### config.mk
export PLATFORM = sky130hd
export DESIGN_NAME = alu_arbiter
export DESIGN_NICKNAME = d
export VERILOG_FILES = /design/src/rtl/alu_arbiter.sv
export SDC_FILE = /design/constraint.sdc
export NUM_CORES = 1
export LEC_CHECK = 0
export ABC_AREA = 1
export CAP_MARGIN = 20
export CORE_ASPECT_RATIO = 1.75
export CORE_MARGIN = 1.5
export CORE_UTILIZATION = 40
export CTS_CLUSTER_SIZE = 40
export DETAILED_ROUTE_END_ITERATION = 12
export PLACE_DENSITY = 0.81
export SYNTH_ARGS = -nofsm -noshare
export SYNTH_HDL_FRONTEND = slang
export SYNTH_SLANG_ARGS = --single-unit
### constraint.sdc
create_clock -name clk -period 4 [get_ports clk]
set_clock_uncertainty 0.2 [all_clocks]
set_input_delay 0.6 -clock clk [delete_from_list [all_inputs] [get_ports clk]]
set_output_delay 0.6 -clock clk [all_outputs]
set_load 0.03 [all_outputs]
### src/rtl/alu_arbiter.sv
// alu_arbiter: shares one ALU between two valid/ready requesters.
// Optional macro ALU_ARB_FIXED_PRIO_EN selects fixed priority (req 0 wins).
module alu_arbiter #(
  parameter int DWIDTH = 32
) (
  input  logic                clk,
  input  logic                rst,
  input  logic [1:0]          req_valid_i,
  output logic [1:0]          req_ready_o,
  input  logic [2*DWIDTH-1:0] req_op1_i,
  input  logic [2*DWIDTH-1:0] req_op2_i,
  input  logic [3:0]          req_sel_i,
  output logic [1:0]          rsp_valid_o,
  input  logic [1:0]          rsp_ready_i,
  output logic [DWIDTH-1:0]   rsp_res_o,
  output logic                rsp_zero_o,
  output logic                rsp_neg_o,
  output logic [DWIDTH-1:0]   alu_op1_o,
  output logic [DWIDTH-1:0]   alu_op2_o,
  output logic [1:0]          alu_sel_o,
  input  logic [DWIDTH-1:0]   alu_res_i,
  input  logic                alu_zero_i,
  input  logic                alu_neg_i,
  output logic                busy_o
);

  typedef enum logic [1:0] {
    IDLE = 2'd0,
    EXEC = 2'd1,
    RESP = 2'd2
  } state_e;

  state_e state_q, state_d;

  logic [DWIDTH-1:0] op1_q, op2_q;
  logic [1:0]        sel_q;
  logic              owner_q;
  logic [DWIDTH-1:0] res_q;
  logic              zero_q, neg_q;

  logic              any_req;
  logic              gnt;
  logic              req_hs;
  logic              rsp_hs;
  logic [DWIDTH-1:0] g_op1, g_op2;
  logic [1:0]        g_sel;

  assign any_req = |req_valid_i;
  assign req_hs  = (state_q == IDLE) && any_req;
  assign rsp_hs  = (state_q == RESP) && rsp_ready_i[owner_q];

`ifdef ALU_ARB_FIXED_PRIO_EN
  // Grant select: requester 0 always wins
  always_comb begin
    gnt = ~req_valid_i[0];
  end
`else
  logic last_q;

  // Grant select: on a tie the requester not granted last time wins
  always_comb begin
    if (&req_valid_i) gnt = ~last_q;
    else              gnt = ~req_valid_i[0];
  end

  // Round-robin pointer, moves only on a request handshake
  always_ff @(posedge clk or posedge rst) begin
    if (rst)         last_q <= 1'b1;
    else if (req_hs) last_q <= gnt;
  end
`endif

  assign g_op1 = gnt ? req_op1_i[2*DWIDTH-1:DWIDTH] : req_op1_i[DWIDTH-1:0];
  assign g_op2 = gnt ? req_op2_i[2*DWIDTH-1:DWIDTH] : req_op2_i[DWIDTH-1:0];
  assign g_sel = gnt ? req_sel_i[3:2] : req_sel_i[1:0];

  // State register
  always_ff @(posedge clk or posedge rst) begin
    if (rst) state_q <= IDLE;
    else     state_q <= state_d;
  end

  // Next-state logic
  always_comb begin
    state_d = state_q;
    unique case (state_q)
      IDLE:    if (any_req) state_d = EXEC;
      EXEC:    state_d = RESP;
      RESP:    if (rsp_hs) state_d = IDLE;
      default: state_d = IDLE;
    endcase
  end

  // Output decode
  always_comb begin
    req_ready_o = 2'b00;
    rsp_valid_o = 2'b00;
    busy_o      = (state_q != IDLE);
    unique case (state_q)
      IDLE:    if (any_req) req_ready_o[gnt] = 1'b1;
      RESP:    rsp_valid_o[owner_q] = 1'b1;
      default: ;
    endcase
  end

  // Latch granted operands and owner on a request handshake
  always_ff @(posedge clk or posedge rst) begin
    if (rst) begin
      op1_q   <= '0;
      op2_q   <= '0;
      sel_q   <= '0;
      owner_q <= 1'b0;
    end else if (req_hs) begin
      op1_q   <= g_op1;
      op2_q   <= g_op2;
      sel_q   <= g_sel;
      owner_q <= gnt;
    end
  end

  // Capture ALU result and flags at the end of EXEC
  always_ff @(posedge clk or posedge rst) begin
    if (rst) begin
      res_q  <= '0;
      zero_q <= 1'b0;
      neg_q  <= 1'b0;
    end else if (state_q == EXEC) begin
      res_q  <= alu_res_i;
      zero_q <= alu_zero_i;
      neg_q  <= alu_neg_i;
    end
  end

  assign alu_op1_o  = op1_q;
  assign alu_op2_o  = op2_q;
  assign alu_sel_o  = sel_q;
  assign rsp_res_o  = res_q;
  assign rsp_zero_o = zero_q;
  assign rsp_neg_o  = neg_q;

endmodule

==> out/qor.yml <==
rows: 55
fmax_mhz: 329
hold_viol_final: 0
cts.repair.resized: 0
path_class: "primary input to primary output"
syn_area_um2: 5270
dpl_worst_slack_ns: 0.964
timing.rr.start: "state_q[1]$_DFFE_PP0P_"
cellLeakagePower_uw: 0.00444
arrival_ns: 2.24
gp_congestion: 0.905
htree_levels: 3
clkTransAtPathRegs_ns: 0.07
synthCells: 738
grt_pass1_wl_mm: 26.9
remaining_drc_errors: 0
final_common_cell: "clkdlybuf4s50_1"
n_antenna_cell: 0
dr.pass1.iters: 5
worstHoldStart: "rsp_res_o[14]$_DFFE_PP0N_"
synth.area.top_cells: "dfrtp_1, nand2_1, nand3_1"
hp-class: "flop to flop"
setup_viol: 0
yosysUniqueCellTypes: 15
numPortBuffers: 276
die_h_um: 155
yosysWarnings: 0
yosys.area.top_type: "dfrtp_1"
stdcell_area_um2: 8430
cts_hold_buf: 0
startpoint_type: "primary input"
yosysTopAreaCellShare: 0.490
die-area_um2: 13900
syn2layout_area_growth_pct: 60.1
vdd_ir_drop_max_mv: 0.842
cts_tree: "built"
overflow: 0
cts_root_buf: "clkbuf_16"
cellPowerDensity_nw_per_um2: 777
ctsLongestPathBuffers: 2
postCtsSetupBuffers: 0
cts_sinks: 104
finalWorstSetupSlack_ns: 0.958
layout_common_cells: "clkdlybuf4s50_1, nand2_1, nand3_1"
r2r_slack_ns: 1.62
r2r-end: "alu_op1_o[0]$_DFFE_PP0P_"
max_slew_margin: 0.505
grtUsageTotal: 0.245
ioPinCount: 277
final_nets: 1163
drtAntennaViolNets: 0
clkLatencyLatePin_ns: 0.34
p_total_uw: 6550
drtIter0Drc: 212
syn-num-nets: 910
grt_max_degree: 71
crit_start: "req_valid_i[1]"
critPathCapture: "req_ready_o[0]"
synth_area_per_cell_um2: 7.13
cts_buffers: 9
path_max_fanout: 32
outcome: "finished, final reports clean"
routed_wirelength_mm: 16.8
antenna_found_initial: 0
maxCapViolCount: 0
core_um2: 12900
wl_per_cell_um: 14.4
dpl_cell_area_um2: 8120
required_ns: 3.20
start_util: 0.409
reg2regPathDepth: 8
hpwl_mm: 12.4
tns_ns: 0
via_per_inst: 4.77
synth-seq-area-share: 0.495
slew_viol_final: 0
fp.dieW_um: 89.7
whs_ns: 0.272
ys_ff_latch: 104
critPathCaptureType: "primary output"
rsz0062_at_grt: "false"
finalCritPeriodShare: 0.761
grt_pass1_vias: 5347
drive_above_1_share: 0.0371
tightest_slew_ns: 0.742
post-route-min-period_ns: 3.04
vias: 5566
n_fill_cell: 1154
==> critical path, cell delays in order <==
cell             delay (ns)
clkdlybuf4s50_1        0.44
nand2_2                0.10
nand2_2                0.06
buf_4                  0.25
nor2_1                 0.12
clkdlybuf4s50_1        0.68
==> sequential cells by signal, indices dropped and copies added, names as in the netlist <==
register and count:
alu_op1_o 32, alu_op2_o 32, rsp_res_o 32, alu_sel_o 2, state_q 2, last_q 1, owner_q 1, rsp_neg_o 1
rsp_zero_o 1
==> cell usage after synthesis <==
cell and instances:
nand2_2 1, dfstp_2 1, nor2_1 5, dfrtp_1 103
buf_6 4, nand3_1 167, buf_4 1, buf_1 4
clkbuf_1 15, o21ai_0 2, nand2_1 273, inv_1 137
buf_2 21, nor2_4 1, inv_2 3
==> worst min path at each step <==
stage	end	slack [ns]	depth (start not counted)
6_report	rsp_res_o[14]$_DFFE_PP0N_	0.27	2
5_1_grt	alu_op2_o[20]$_DFFE_PP0P_	0.30	2
4_1_cts	rsp_res_o[14]$_DFFE_PP0N_	0.28	2
3_5_place_dp	rsp_res_o[21]$_DFFE_PP0N_	0.26	2
3_3_place_gp	rsp_res_o[26]$_DFFE_PP0N_	0.25	2
2_1_floorplan	last_q$_DFFE_PP1P_	0.27	2
==> stage by stage <==
| step | utilization | cells |
|---|---|---|
| after CTS | 0.653 | 1166 |
| after floorplan | - | 738 |
| after global placement | 0.631 | 1150 |
| final | 0.655 | 1167 |
| after detailed placement | 0.631 | 1150 |
| after global routing | 0.655 | 1167 |
==> power by group <==
part	switching (µW)	internal [µW]	total, µW
clock	412	434	847
combinational	2340	1460	3810
sequential	307	1590	1900
==> routing by layer <==
| layer | global-route usage | vias to the layer above | share of wire |
|---|---|---|---|
| met1 | 0.279 | 2547 | 0.38 |
| met5 | 0 | - | 0 |
| met4 | 0.138 | 0 | 0.050 |
| met2 | 0.428 | 244 | 0.51 |
| li1 | - | 2725 | - |
| met3 | 0.0467 | 50 | 0.062 |
==> kinds of logic (layout without fill, tap and decap cells) <==
family,count (synthesis),count (layout),synth area share
compound gates,2,2,0.00190
buf+inv,185,443,0.143
flops,104,104,0.495
simple gates,447,447,0.360
==> layout make-up <==
cell class | count | area, µm² | share of cell area
Sequential cell | 104 | 2600 | 0.309
Multi-Input combinational cell | 449 | 1910 | 0.227
Timing Repair Buffer | 287 | 2890 | 0.342
Clock buffer | 9 | 225 | 0.0267
Clock inverter | 7 | 63.8 | 0.00757
Tap cell | 171 | 214 | 0.0254
Inverter | 140 | 528 | 0.0626
Power figures use the tool's default switching activity.
